$ cat config.mk
export PLATFORM = sky130hd
export DESIGN_NAME = fnd_4digit_cntr
export DESIGN_NICKNAME = d
export VERILOG_FILES = /design/src/rtl/fnd_pkg.sv /design/src/rtl/decoder_7seg.sv /design/src/rtl/fnd_4digit_cntr.sv
export SDC_FILE = /design/constraint.sdc
export NUM_CORES = 1
export LEC_CHECK = 0
export BUFFER_PORTS_ARGS = -buffer_cell sky130_fd_sc_hd__buf_2
export CORE_MARGIN = 1.5
export CORE_UTILIZATION = 61
export DETAILED_ROUTE_END_ITERATION = 10
export PLACE_DENSITY = 0.88
export SETUP_SLACK_MARGIN = 0.4
export SLEW_MARGIN = 20
export SYNTH_ARGS = -nofsm -noshare
export SYNTH_HDL_FRONTEND = slang
export SYNTH_SLANG_ARGS = --single-unit
$ cat constraint.sdc
create_clock -name clk -period 3.5 [get_ports clk]
set_input_delay 0.175 -clock clk [delete_from_list [all_inputs] [get_ports clk]]
set_output_delay 0.175 -clock clk [all_outputs]
set_load 0.02 [all_outputs]
$ cat src/rtl/fnd_pkg.sv
// Shared constants for the 4-digit 7-segment scanner: dark patterns, glyph ROM, digit index type.
package fnd_pkg;

    localparam logic [7:0] SEG_BLANK = 8'hFF;
    localparam logic [3:0] COM_OFF   = 4'b1111;

    typedef logic [1:0] digit_idx_t;

    // Active-low {g,f,e,d,c,b,a} for hex 0..F; element 15 is listed first.
    localparam logic [15:0][6:0] GLYPH = {
        7'h0E, 7'h06, 7'h21, 7'h46, 7'h03, 7'h08, 7'h10, 7'h00,
        7'h78, 7'h02, 7'h12, 7'h19, 7'h30, 7'h24, 7'h79, 7'h40
    };

endpackage

$ cat src/rtl/decoder_7seg.sv
// Combinational hex nibble to active-low 7-segment glyph {g..a}.
module decoder_7seg
    import fnd_pkg::*;
(
    input  logic [3:0] i_nib,
    output logic [6:0] o_seg
);

    assign o_seg = GLYPH[i_nib];

endmodule

$ cat src/rtl/fnd_4digit_cntr.sv
// Four-digit common-anode FND scanner with a per-frame snapshot and a dark guard cycle per slot.
// Optional leading-zero blanking of digits 3..1 when FND_BLANK_EN is defined.
module fnd_4digit_cntr
    import fnd_pkg::*;
#(
    parameter int         CLK_FREQ = 100_000_000,
    parameter int         SCAN_HZ  = 1000,
    parameter logic [3:0] DP_MASK  = 4'b0100
) (
    input  logic        clk,
    input  logic        reset_p,
    input  logic [15:0] value,
    output logic [7:0]  seg_7,
    output logic [3:0]  com
);

    localparam int DIV   = CLK_FREQ / SCAN_HZ;
    localparam int CNT_W = (DIV > 1) ? $clog2(DIV) : 1;

    if (DIV < 2) begin : g_div_chk
        $error("fnd_4digit_cntr: CLK_FREQ/SCAN_HZ must be at least 2");
    end

    logic [CNT_W-1:0] r_cnt;
    digit_idx_t       r_idx;
    logic [15:0]      r_snap;
    logic [3:0]       r_com;
    logic [7:0]       r_seg;

    logic             w_tick;
    logic             w_guard;
    logic [3:0]       w_nib;
    logic [6:0]       w_glyph;
    logic             w_blank;

    assign w_tick  = (r_cnt == CNT_W'(DIV - 1));
    assign w_guard = (r_cnt == '0);
    assign w_nib   = r_snap[{r_idx, 2'b00} +: 4];

    decoder_7seg u_dec (
        .i_nib (w_nib),
        .o_seg (w_glyph)
    );

`ifdef FND_BLANK_EN
    // A digit goes dark while it and every higher digit are zero; digit 0 always shows.
    always_comb begin
        w_blank = 1'b0;
        case (r_idx)
            2'd1:    w_blank = (r_snap[15:4]  == 12'h000);
            2'd2:    w_blank = (r_snap[15:8]  == 8'h00);
            2'd3:    w_blank = (r_snap[15:12] == 4'h0);
            default: w_blank = 1'b0;
        endcase
    end
`else
    assign w_blank = 1'b0;
`endif

    always_ff @(posedge clk or posedge reset_p) begin
        if (reset_p) begin
            r_cnt  <= '0;
            r_idx  <= '0;
            r_snap <= 16'h0000;
            r_com  <= COM_OFF;
            r_seg  <= SEG_BLANK;
        end else begin
            r_cnt <= w_tick ? '0 : r_cnt + 1'b1;
            if (w_tick)
                r_idx <= r_idx + 1'b1;
            // Snapshot once per frame so all four digits come from the same value.
            if (w_guard && (r_idx == 2'd0))
                r_snap <= value;
            if (w_guard) begin
                r_com <= COM_OFF;
                r_seg <= SEG_BLANK;
            end else begin
                r_com <= ~(4'b0001 << r_idx);
                r_seg <= w_blank ? SEG_BLANK : {~DP_MASK[r_idx], w_glyph};
            end
        end
    end

    assign com   = r_com;
    assign seg_7 = r_seg;

`ifndef SYNTHESIS
    // Outputs lag the slot state by one register, so the guard shows up while cnt == 1.
    always @(posedge clk) begin
        if (!reset_p) begin
            assert ($onehot0(~com)) else $error("com has more than one digit enabled");
            if (r_cnt == CNT_W'(1))
                assert (com == COM_OFF) else $error("com not dark during guard");
        end
    end
`endif

endmodule

==> summary.txt <==
Clock network
  – CTS tree: yes
  – CTS Sinks: 46
  – Skew-Pair Late Insertion Delay: a little under 300 ps
  – Hold_buf cts: 0
  – H-Tree Depth: 2
  – Root Buffer: clkbuf_8
  – CTS resizes: 0
  – CTS Buf Count: 5
  – Max Root-Sink Buffers: 2
  – Clk slew on worst S/H paths: 80 ps
  – Postcts setup bufs: 0

Cells and area
  – Layout Area Growth over Synthesis: 14.61%
  – Final core occ: 72.93%
  – Diode count: 0
  – NumNets Final: 264
  – Final instance area: 2670 µm²
  – Share of cells above drive strength 1: 34.04%
  – Commonest non-fill, non-tap cell in the layout: dfrtp_1
  – Final cell count without fillers: 283
  – Most frequent cells in the layout: dfrtp_1 (35), buf_2 (29), nand2_1 (24)

Place
  – Routability congestion estimate: between 0.8 and 0.9
  – Placed Instances: about 280
  – Setup slack after placement: 1220 ps
  – Placed cell area: roughly 2500 µm²
  – Post-DP HPWL: 2795 µm
  – Buffers on Ports: 29

Floorplanning
  – Starting density of the core: 63.64%
  – Core box area: 3661 µm²
  – Die area: between 4000 and 5000 µm²
  – Die span in y: approximately 65 µm
  – Row Count: 22
  – Die width: roughly 65 µm
  – I/O pin cnt: 30

STA
  – Final Setup Violations: 0
  – Tightest Pin Transition: about 530 ps
  – Final min period: 2428 ps
  – Final hold viol count: 4
  – Part of the cycle the worst path needs: 69.36%
  – Max_slew headroom: 64.35%
  – Clk_skew: 4.836 ps
  – Slew Limit Fails: 0
  – Final WS setup: 1072 ps
  – WHS: -1.837 ps
  – Fmax: 411.9 MHz
  – Unrepaired setup endpoints after global routing: false
  – Final setup TNS: 0 ps

Critical path
  – Worst path top cell family by delay: multiplexers
  – CP Launch Type: flip-flop
  – Max incr delay on CP: 640 ps
  – Crit end category: flip-flop
  – CP max FO: 12
  – Slowest cell on the critical path: dfrtp_1
  – Setup CP Type: flip-flop to flip-flop
  – Crit path buffers/inverters: 1
  – Critical path arrival: 2660 ps
  – Cell breakdown of the critical path: mux4_2 > inv_1 > ha_1 > mux2i_1 > a21oi_1 > o22ai_1 > nand2_1
  – Critical Path RT: 3730 ps

Run status
  – Violated checks: negative hold slack
  – Status: complete, but fails checks

Synthesis
  – Synth Flop Type: dfrtp_1
  – Mapped Cells: 200
  – Post-Synthesis Cell Area: 2330 µm²
  – Seq/Total Area, Yosys: 50.00%
  – Ys Warns: 0
  – Yosys top cell area share: between 30% and 40%
  – Top post-synthesis cells by area: dfrtp_1 (38%), dfstp_2 (12%), mux2_2 (9.2%)
  – Mapped Nets: 230
  – Async set or reset register ratio after synthesis: 100.0%
  – EDFF count, synth: 0
  – Leading area contributor after synthesis: dfrtp_1
  – Register bit total from synthesis: 46
  – Synth cell types: 40
  – Synth Area per Inst: 11.65 µm²

Run
  – Max-cap viol count: 0

Power
  – Cell Pwr Density: around 420 nW/µm²
  – Total power: 1.118 mW
  – Leak: ~1.2 nW
  – VDD IR max: around 0.00034 V

Global route
  – Global-route wire length before repair: about 7000 µm
  – Initial antenna violation count: 0
  – Pin count of the biggest net entering global routing: 47
  – Congestion Overflow GR: 0
  – Vias in the first global route: 1,485
  – Total track usage: roughly 22%

Route
  – DR pass1 iterations: 4
  – Via count: 1,576
  – DRT iter0 DRCs: 121
  – Wire length per cell: roughly 15 µm
  – Final WL: 4132 µm
  – Vias per cell: roughly 5.6
  – Post-route ant nets: 0
  – DR DRC count: 0

Worst hold path
  – Worst min path class: input port to asynchronous set/reset pin
routing by layer:
metal	share of wire (%)	vias to the layer above	GRT usage [%]
met5	0	-	0
met4	2.4	0	8.511
met3	4.4	9	5.208
met2	45	47	32.99
met1	48	756	31.95
li1	-	764	-
state kept, by name, indices dropped and copies added, names as in the netlist:
register	count
r_idx	2
r_cnt	17
r_snap	16
com	4
seg_7	7
cell type report:
class / count / area [µm²]
clock buffer: 6 / 82.58
clock inverter: 2 / 60.06
tap: 48 / 60.06
fill: 237 / 991.0
multi-input combinational: 137 / 1086
sequential: 46 / 1165
inverter: 11 / 41.29
timing repair buffer: 33 / 175.2
synth_stat cells, types with 3 or more instances:
cell,n
mux2i_1,5
dfstp_2,11
ha_1,12
dfrtp_1,35
inv_1,11
buf_2,3
xnor2_1,9
nand4_1,3
nor2_1,14
mux4_2,3
nand3_1,8
nand2_1,24
mux2_2,19
xor2_1,6
o21ai_0,4
logic make-up (layout without fill, tap and decap cells):
group	after synthesis	after routing	share of synthesized area [%]
DFF	46	46	50.00
xor gates and xnor gates	15	15	5.639
muxes	27	27	14.23
buffers and inverters	17	52	3.383
adders and majority gates	12	12	6.445
and+or+nand+nor	64	64	14.50
AOI/OAI and AO/OA	19	19	5.801
tightest hold or removal path: stages:
cell and delay (ps):
buf_2 100, clkinv_1 30, buf_4 440
where the power goes:
| group | switching, mW | internal (mW) | total, mW |
|---|---|---|---|
| Clock | 0.169 | 0.304 | 0.473 |
| Sequential | 0.00874 | 0.553 | 0.561 |
| Combinational | 0.0467 | 0.0363 | 0.0830 |
worst paths after layout:
check	from	endpoint	slack (ps)	cells after the start
max	r_idx[0]	seg_7[0]	1070	7
min	reset_p	r_cnt[16]	-2	3
max reg2reg	r_idx[0]	seg_7[0]	1070	7
min reg2reg	r_snap[4]	r_snap[4]	510	1
max in group asynchronous	reset_p	com[3]	3130	3
min in group clk	value[11]	r_snap[11]	110	2
(Power assumes the default switching activity.)
